`src/rtl/mbist_pkg.sv`:
```
// rtl/mbist_pkg.sv - March C- element table, FSM states and data backgrounds
package mbist_pkg;

  typedef enum logic [2:0] {
    S_IDLE,
    S_SETUP,
    S_RUN,
    S_DRAIN,
    S_DONE
  } state_t;

  localparam int NUM_ELEMS = 6;

  // Background selectors; the top replicates them across the data width.
  localparam logic DATA0 = 1'b0;
  localparam logic DATA1 = 1'b1;

  typedef struct packed {
    logic up;        // 1: ascending address order, 0: descending
    logic two_ops;   // 1: (read, write) per address, 0: single op
    logic first_wr;  // single-op elements: 1 = write, 0 = read
    logic exp_bg;    // background expected by the element's read
    logic wr_bg;     // background written by the element's write
  } elem_cfg_t;

  function automatic elem_cfg_t elem_cfg(input logic [2:0] idx);
    case (idx)
      3'd0:    return '{up: 1'b1, two_ops: 1'b0, first_wr: 1'b1, exp_bg: DATA0, wr_bg: DATA0};
      3'd1:    return '{up: 1'b1, two_ops: 1'b1, first_wr: 1'b0, exp_bg: DATA0, wr_bg: DATA1};
      3'd2:    return '{up: 1'b1, two_ops: 1'b1, first_wr: 1'b0, exp_bg: DATA1, wr_bg: DATA0};
      3'd3:    return '{up: 1'b0, two_ops: 1'b1, first_wr: 1'b0, exp_bg: DATA0, wr_bg: DATA1};
      3'd4:    return '{up: 1'b0, two_ops: 1'b1, first_wr: 1'b0, exp_bg: DATA1, wr_bg: DATA0};
      default: return '{up: 1'b1, two_ops: 1'b0, first_wr: 1'b0, exp_bg: DATA0, wr_bg: DATA0};
    endcase
  endfunction

endpackage

```
`src/rtl/mbist_march_ctrl_if.sv`:
```
// rtl/mbist_march_ctrl_if.sv - memory-side bus between the MBIST engine and the memory
interface mbist_march_ctrl_if #(
  parameter int DATA_WIDTH = 8,
  parameter int ADDR_WIDTH = 4
) ();

  logic                  write_read;
  logic [ADDR_WIDTH-1:0] address;
  logic [DATA_WIDTH-1:0] wdata;
  logic [DATA_WIDTH-1:0] rdata;

  modport master (
    output write_read,
    output address,
    output wdata,
    input  rdata
  );

  modport slave (
    input  write_read,
    input  address,
    input  wdata,
    output rdata
  );

endinterface

```
`src/rtl/mbist_resp_cmp.sv`:
```
// rtl/mbist_resp_cmp.sv - 2-stage expected-data pipeline, compare and first-fail capture
module mbist_resp_cmp #(
  parameter int DATA_WIDTH = 8,
  parameter int ADDR_WIDTH = 4
) (
  input  logic                  clk,
  input  logic                  rst,
  input  logic                  clr,
  input  logic                  push_valid,
  input  logic [DATA_WIDTH-1:0] push_exp,
  input  logic [ADDR_WIDTH-1:0] push_addr,
  input  logic [2:0]            push_elem,
  input  logic [DATA_WIDTH-1:0] rdata,
  output logic                  fail,
  output logic [ADDR_WIDTH-1:0] fail_addr,
  output logic [2:0]            fail_elem,
  output logic [DATA_WIDTH-1:0] fail_syn,
  output logic [7:0]            err_cnt
);

  typedef struct packed {
    logic                  valid;
    logic [DATA_WIDTH-1:0] exp;
    logic [ADDR_WIDTH-1:0] addr;
    logic [2:0]            elem;
  } stage_t;

  stage_t                s1, s2;
  logic                  mis;
  logic [DATA_WIDTH-1:0] syn;

  // Case inequality per bit so an X/Z read bit shows up as a syndrome 1.
  always_comb begin
    syn = '0;
    for (int i = 0; i < DATA_WIDTH; i++) begin
      syn[i] = (rdata[i] !== s2.exp[i]);
    end
    mis = s2.valid && (rdata !== s2.exp);
  end

  always_ff @(posedge clk or posedge rst) begin
    if (rst) begin
      s1        <= '0;
      s2        <= '0;
      fail      <= 1'b0;
      fail_addr <= '0;
      fail_elem <= '0;
      fail_syn  <= '0;
      err_cnt   <= '0;
    end else if (clr) begin
      s1        <= '0;
      s2        <= '0;
      fail      <= 1'b0;
      fail_addr <= '0;
      fail_elem <= '0;
      fail_syn  <= '0;
      err_cnt   <= '0;
    end else begin
      s1 <= '{valid: push_valid, exp: push_exp, addr: push_addr, elem: push_elem};
      s2 <= s1;
      if (mis) begin
        fail <= 1'b1;
        if (err_cnt != 8'hFF) begin
          err_cnt <= err_cnt + 8'd1;
        end
        if (!fail) begin
          fail_addr <= s2.addr;
          fail_elem <= s2.elem;
          fail_syn  <= syn;
        end
      end
    end
  end

endmodule

```
`src/rtl/mbist_march_ctrl.sv`:
```
// rtl/mbist_march_ctrl.sv - March C- MBIST engine: FSM, element/op/address counters, memory drive
module mbist_march_ctrl
  import mbist_pkg::*;
#(
  parameter int DATA_WIDTH = 8,
  parameter int ADDR_WIDTH = 4,
  parameter int CAPACITY   = 15
) (
  input  logic                  clk,
  input  logic                  rst,
  input  logic                  start,
  mbist_march_ctrl_if.master    mem,
  output logic                  busy,
  output logic                  done,
  output logic                  fail,
  output logic [ADDR_WIDTH-1:0] fail_addr,
  output logic [2:0]            fail_elem,
  output logic [DATA_WIDTH-1:0] fail_syn,
  output logic [7:0]            err_cnt
);

  localparam logic [ADDR_WIDTH-1:0] LAST_ADDR = ADDR_WIDTH'(CAPACITY);
  localparam logic [2:0]            LAST_ELEM = 3'(NUM_ELEMS - 1);

  state_t                state, state_nx;
  logic [2:0]            elem, elem_nx;
  logic                  op, op_nx;
  logic [ADDR_WIDTH-1:0] addr, addr_nx;
  logic                  drain, drain_nx;

  elem_cfg_t cfg, cfg_next;
  logic      last_op, at_end, start_acc, is_write, push_valid;

  assign cfg       = elem_cfg(elem);
  assign cfg_next  = elem_cfg(elem + 3'd1);
  assign last_op   = !cfg.two_ops || op;
  assign at_end    = cfg.up ? (addr == LAST_ADDR) : (addr == '0);
  assign start_acc = start && ((state == S_IDLE) || (state == S_DONE));

  always_ff @(posedge clk or posedge rst) begin
    if (rst) begin
      state <= S_IDLE;
      elem  <= '0;
      op    <= 1'b0;
      addr  <= '0;
      drain <= 1'b0;
    end else begin
      state <= state_nx;
      elem  <= elem_nx;
      op    <= op_nx;
      addr  <= addr_nx;
      drain <= drain_nx;
    end
  end

  always_comb begin
    state_nx = state;
    elem_nx  = elem;
    op_nx    = op;
    addr_nx  = addr;
    drain_nx = drain;
    unique case (state)
      S_IDLE, S_DONE: begin
        if (start_acc) begin
          state_nx = S_SETUP;
          elem_nx  = '0;
          op_nx    = 1'b0;
          addr_nx  = '0;
          drain_nx = 1'b0;
        end
      end
      S_SETUP: begin
        state_nx = S_RUN;
        op_nx    = 1'b0;
      end
      S_RUN: begin
        if (!last_op) begin
          op_nx = 1'b1;
        end else begin
          op_nx = 1'b0;
          // Address counter stops at the element's terminal address; it never wraps.
          if (at_end) begin
            if (elem == LAST_ELEM) begin
              state_nx = S_DRAIN;
              drain_nx = 1'b0;
            end else begin
              state_nx = S_SETUP;
              elem_nx  = elem + 3'd1;
              addr_nx  = cfg_next.up ? '0 : LAST_ADDR;
            end
          end else begin
            addr_nx = cfg.up ? addr + ADDR_WIDTH'(1) : addr - ADDR_WIDTH'(1);
          end
        end
      end
      S_DRAIN: begin
        if (drain) begin
          state_nx = S_DONE;
        end else begin
          drain_nx = 1'b1;
        end
      end
      default: state_nx = S_IDLE;
    endcase
  end

  always_comb begin
    busy       = 1'b0;
    done       = 1'b0;
    is_write   = 1'b0;
    push_valid = 1'b0;
    unique case (state)
      S_SETUP, S_DRAIN: busy = 1'b1;
      S_RUN: begin
        busy       = 1'b1;
        is_write   = cfg.two_ops ? op : cfg.first_wr;
        push_valid = !is_write;
      end
      S_DONE:  done = 1'b1;
      default: ;
    endcase
  end

  // wdata follows the element register, so it is already valid during SETUP.
  assign mem.write_read = is_write;
  assign mem.address    = addr;
  assign mem.wdata      = {DATA_WIDTH{cfg.wr_bg}};

  mbist_resp_cmp #(
    .DATA_WIDTH(DATA_WIDTH),
    .ADDR_WIDTH(ADDR_WIDTH)
  ) u_resp_cmp (
    .clk       (clk),
    .rst       (rst),
    .clr       (start_acc),
    .push_valid(push_valid),
    .push_exp  ({DATA_WIDTH{cfg.exp_bg}}),
    .push_addr (addr),
    .push_elem (elem),
    .rdata     (mem.rdata),
    .fail      (fail),
    .fail_addr (fail_addr),
    .fail_elem (fail_elem),
    .fail_syn  (fail_syn),
    .err_cnt   (err_cnt)
  );

endmodule

```
`src/flat_wrapper.sv`:
```
// flat-port wrapper written by rule: the top's interface ports become plain ports
module mbist_march_ctrl_flat import mbist_pkg::*;
#(
  parameter int DATA_WIDTH = 8,
  parameter int ADDR_WIDTH = 4,
  parameter int CAPACITY   = 15
)
  (clk, rst, start, busy, done, fail, fail_addr, fail_elem, fail_syn, err_cnt, mem_write_read, mem_address, mem_wdata, mem_rdata);
  mbist_march_ctrl_if #(.DATA_WIDTH(DATA_WIDTH), .ADDR_WIDTH(ADDR_WIDTH)) mem_i ();
  input  logic clk;
  input  logic rst;
  input  logic start;
  output logic busy;
  output logic done;
  output logic fail;
  output logic [ADDR_WIDTH-1:0] fail_addr;
  output logic [2:0] fail_elem;
  output logic [DATA_WIDTH-1:0] fail_syn;
  output logic [7:0] err_cnt;
  output wire logic [$bits(mem_i.write_read)-1:0] mem_write_read;
  output wire logic [$bits(mem_i.address)-1:0] mem_address;
  output wire logic [$bits(mem_i.wdata)-1:0] mem_wdata;
  input wire logic [$bits(mem_i.rdata)-1:0] mem_rdata;
  assign mem_write_read = mem_i.write_read;
  assign mem_address = mem_i.address;
  assign mem_wdata = mem_i.wdata;
  assign mem_i.rdata = mem_rdata;
  mbist_march_ctrl #(.DATA_WIDTH(DATA_WIDTH), .ADDR_WIDTH(ADDR_WIDTH), .CAPACITY(CAPACITY)) u_core (.clk(clk), .rst(rst), .start(start), .mem(mem_i), .busy(busy), .done(done), .fail(fail), .fail_addr(fail_addr), .fail_elem(fail_elem), .fail_syn(fail_syn), .err_cnt(err_cnt));
endmodule
```
`config.mk`:
```
export PLATFORM = sky130hd
export DESIGN_NAME = mbist_march_ctrl_flat
export DESIGN_NICKNAME = d
export VERILOG_FILES = /design/src/rtl/mbist_pkg.sv /design/src/rtl/mbist_march_ctrl_if.sv /design/src/rtl/mbist_resp_cmp.sv /design/src/rtl/mbist_march_ctrl.sv /design/src/flat_wrapper.sv
export SDC_FILE = /design/constraint.sdc
export NUM_CORES = 1
export LEC_CHECK = 0
export CAP_MARGIN = 10
export CORE_ASPECT_RATIO = 1.75
export CORE_MARGIN = 3
export CORE_UTILIZATION = 60
export CTS_BUF_LIST = sky130_fd_sc_hd__clkbuf_8 sky130_fd_sc_hd__clkbuf_16
export DETAILED_ROUTE_END_ITERATION = 10
export DONT_BUFFER_PORTS = 1
export GPL_ROUTABILITY_DRIVEN = 0
export PLACE_DENSITY = 0.76
export SYNTH_ARGS = -nofsm -noshare
export SYNTH_HDL_FRONTEND = slang
export SYNTH_SLANG_ARGS = --single-unit
```
`constraint.sdc`:
```
create_clock -name clk -period 7.88 [get_ports clk]
set_input_delay 1.576 -clock clk [delete_from_list [all_inputs] [get_ports clk]]
set_output_delay 1.576 -clock clk [all_outputs]
set_load 0.03 [all_outputs]
```
; ---- After elaboration in Yosys (flattened, before gate mapping)
; Index checks and enable logic that the tools add are counted.
[totals]
n_memories = 0
out_inout_bits = 39
latchBits = 0
mem_bits_rw = 0
register_bits = 68
rom_bits = 0
[classes]
order_cmp = 0
div_mod_pow = 0
n_addsub = 4
shifts = 0
mux = 49
multipliers = 0
n_reduce_logical = 24
n_bitwise = 0
n_eq_ne = 32
[op_table]
columns = op, count
row1 = $pmux W5 S5, 2
row2 = $mux W8, 6
row3 = $mux W4, 9
row4 = $mux W3, 11
row5 = $mux W16, 2
row6 = $eq A3 B2 Y1 const B, 6
row7 = $mux W1, 13
row8 = $eq A3 B3 Y1 const B, 4
row9 = $ne A2 B1 Y1 const B, 6
row10 = $pmux W3 S4, 1
row11 = $reduce_and A5 Y1, 2
row12 = $eq A3 B1 Y1 const B, 3
row13 = $logic_not A3 Y1, 3
row14 = $add A8 B1 Y8 const B, 1
row15 = $ne A8 B8 Y1 const B, 1
row16 = $nex A1 B1 Y1, 8
row17 = $nex A8 B8 Y1, 1
row18 = $pmux W4 S2, 1
row19 = $reduce_and A4 Y1, 2
row20 = $pmux W1 S3, 2
row21 = $pmux W3 S2, 1
row22 = $reduce_and A2 Y1, 3
row23 = $reduce_bool A2 Y1, 3
row24 = $reduce_bool A3 Y1, 2
row25 = 13 further kinds, 16

; ---- Longest topological paths before layout
[depth]
ltp_word = 8
depth_mapped = 10
ltp_nobuf = 10

; ---- Modules after synthesis
; A second synthesis with hierarchy kept.
[hier_totals]
cells_unflattened = 312
hier_area_um2 = 3383.2
[by_module_without_submodules]
columns = mod, instances, area_each_um2, seq_area_each_um2, cells_each
row1 = mbist_resp_cmp, 1, 2232.1, 1401.3, 180
row2 = mbist_march_ctrl, 1, 1151.1, 300.3, 132

; ---- Least setup slack after synthesis
; No wires, ideal clock.
[synth_timing]
path_type = register -> output
start = reg u_core.elem[1]
end = out mem_write_read
path_buffers = 0
path_stages_with_launch = 7
slack_ns = 4.843
required_ns = 6.304
t_arrival_ns = 1.461
cell_sequence = dfrtp_1 > inv_1 > ha_1 > nor4_2 > o21ai_0 > nand2_1 > and2_1
[synth_via]
elab_chain_len = 4
word_cells_on_any_way = 8
[synth_lines]
columns = item, line
row1 = start: declaration, mbist_march_ctrl.sv:26  ; logic [2:0] elem, elem_nx;
row2 = start signal: assignment, mbist_march_ctrl.sv:49  ; elem <= elem_nx;
row3 = $eq A3 B3 Y1 (tied with other cells), mbist_pkg.sv:27  ; case (idx)
row4 = $pmux W5 S5 (*), mbist_pkg.sv:27
row5 = $mux W1 (*), mbist_march_ctrl.sv:116  ; is_write = cfg.two_ops ? op : cfg.first_wr;
row6 = $mux W1 (*), mbist_march_ctrl.sv:112  ; unique case (state)
row7 = end: declaration, flat_wrapper.sv:20  ; output wire logic [$bits(mem_i.write_read)-1:0] mem_write_read;
; Every way passes the cells marked *; elsewhere a longest branch is shown, timed or not.

; ---- Worst setup path in the final report
; Same ends and word-level chain as after synthesis.

==> results_dict.tcl <==
set metrics [dict create \
    setup_violations 0 \
    cp.buffers_inverters 1 \
    slew_violations 0 \
    holdBufCountCts 0 \
    hold_viol 0 \
    r2r_cells 10 \
    dieArea_um2 5460 \
    crit_chain "inv_1, ha_1, nor4_2, o21ai_0, nand2_1, and2_1" \
    final_net_count 265 \
    ys_seq_elements 54 \
    async_reset_ff_frac 1.00 \
    vias 1834 \
    num_antenna_cells 0 \
    num_io_pins 50 \
    synth_warnings 0 \
    drc 0 \
    cts_tree "built" \
    reg2reg_setup_slack_ns 5.12 \
    dp_slack_ns 4.60 \
    die-height_um 95.6 \
    cts.sinks 54 \
    startpoint_type "register" \
    slew_headroom 0.390 \
    clock-skew-final_ns 0.0109 \
    syn_area_um2 2750 \
    cpPeakStageDelay_ns 0.43 \
    endpoint_kind "output port" \
    fin_util 0.639 \
    post_drt_wl_per_cell_um 17.1 \
    status "completed" \
    layout_min_cycle_time_ns 3.54 \
    cp_top_family "simple AND/OR/NAND/NOR gates" \
    finalWorstSetupSlack_ns 4.34 \
    fin_hold_ws_ns 0.447 \
    drtIter0Drc 47 \
    finalCritPeriodShare 0.449 \
    start_util 0.624 \
    grt_max_degree 55 \
    rows 32 \
    clk_pin_slew_worst_paths_ns 0.09 \
    crit_slowest_cell "dfrtp_1" \
    numCtsBuffers 5 \
    synthesis.nets 273 \
    grt_remaining_overflow 0 \
    hpwl_um 3610 \
    clockBufferDepth 2 \
    area_growth_pct 2.27 \
    cts_resized 0 \
    required_ns 6.30 \
    core_um2 4400 \
    portBuffers 0 \
    critPathKind "register to output port" \
    path_depth 6 \
    synth_edf_count 0 \
    first_pass_iters 4 \
    fin_cells 295 \
    hold_path_depth 1 \
    ant_nets 0 \
    grt_usage 0.198 \
    clockRootBuffer "clkbuf_8" \
    ys.flop_type "dfrtp_1" \
    synthesis.instances 251 \
    cp.arrival_ns 1.96 \
    vias_per_cell 6.22 \
    p_leak_uw 0.00134 \
    die_w_um 57.2 \
    syn-mean-instance-area_um2 11.0 \
    rsz0062_at_grt "false" \
    seq_area_frac_synth 0.491 \
    routed_wl_um 5050 \
    dp_cells 287 \
    post-cts-setup-buffer-count 0 \
    grt_pass1_wl_um 8580 \
    drive_gt1_frac 0.102 \
    powerDensity_nw_per_um2 362 \
    tns_ns 0 \
    crit_path_max_fanout 7 \
    max_freq_ghz 0.282 \
    antenna_found_initial 0 \
    ir_drop_mv 0.294 \
    cts_max_level 2 \
    clk_latency_ns 0.31 \
    min_path_type "register to register" \
    synth_cell_types 49 \
    first_global_vias 1918 \
    maxCapViolCount 0 \
    worst_pin_slew_ns 0.907 \
]
## per-layer routing
metal  wire length, um  global-route usage  vias to the layer above
met5                 0                   0                        -
met4               119              0.0928                        0
met3               239              0.0379                       11
met2              2680               0.356                       42
met1              2010               0.223                      901
li1                  -                   -                      880
## synth_stat cells (3+ instances only)
cell type,n,area [um2]
a21o_1,3,22.5
a21oi_1,13,65.1
a22o_1,19,166
and2_1,15,93.8
and4_1,4,35.0
buf_4,10,75.1
buf_6,3,33.8
dfrtp_1,54,1350
ha_1,10,125
inv_1,11,41.3
mux2i_1,6,60.1
nand2_1,14,52.6
nand2b_1,4,25.0
nand3_1,4,20.0
nor2_1,10,37.5
nor3_1,5,25.0
nor4_1,4,25.0
o21ai_0,8,40.0
o31ai_1,3,22.5
or3_1,5,31.3
xor2_1,10,87.6
## final cells by class
class                      count  area [um2]
multi-input combinational    168        1230
sequential                    54        1350
tap                           51        63.8
clock buffer                   6        82.6
timing repair buffer           3        22.5
fill                         362        1590
inverter                      11        41.3
clock inverter                 2        16.3
## report_power, final
part           total (uW)  switching, uW  internal (uW)
clock                 163           90.9           72.5
combinational         360            221            139
sequential            495            147            347
## cell families after synthesis
logic type,share of synthesized area
DFF,0.491
muxes,0.0218
adders and majority gates,0.0528
xor gates and xnor gates,0.0350
and+or+nand+nor,0.163
AOI/OAI and AO/OA,0.173
buffers and inverters,0.0623
## stage by stage
| stage | total power, uW | cell area, um2 |
|---|---|---|
| final | 1020 | 2810 |
| after global routing | 1090 | 2810 |
| after CTS | 1020 | 2810 |
| after detailed placement | 864 | 2710 |
| after global placement | 854 | 2710 |
| after floorplan | 821 | 2750 |
## sequential cells by signal, indices dropped and copies added, names as in the netlist
signal                       flops
u_core.u_resp_cmp.fail_syn       8
u_core.mem.address               4
u_core.u_resp_cmp.err_cnt        8
u_core.u_resp_cmp.s2             9
u_core.elem                      3
u_core.drain                     1
u_core.u_resp_cmp.fail_elem      3
u_core.state                     3
u_core.op                        1
u_core.u_resp_cmp.fail_addr      4
u_core.u_resp_cmp.s1             9
u_core.u_resp_cmp.fail           1
## worst paths after layout
| path | from | endpoint |
|---|---|---|
| setup reg to reg | u_core.elem[0] | u_core.mem.address[3] |
| max in group asynchronous | rst | u_core.mem.address[1] |
| min in group asynchronous | rst | u_core.u_resp_cmp.s1[3] |
| hold reg to reg | u_core.u_resp_cmp.s1[2] | u_core.u_resp_cmp.s2[2] |
| setup / recovery | u_core.elem[1] | mem_write_read |
| hold / removal | u_core.u_resp_cmp.s1[2] | u_core.u_resp_cmp.s2[2] |
## placed cells by master (no fill, tap or decap), types with 5 or more instances in the layout
master / n
a21oi_1: 13
a22o_1: 19
and2_1: 15
clkbuf_8: 6
dfrtp_1: 54
ha_1: 10
inv_1: 10
mux2i_1: 6
nand2_1: 14
nor2_1: 9
nor3_1: 5
o21ai_0: 8
or3_1: 5
xor2_1: 10
No activity file was read; power rests on OpenSTA's default activity.
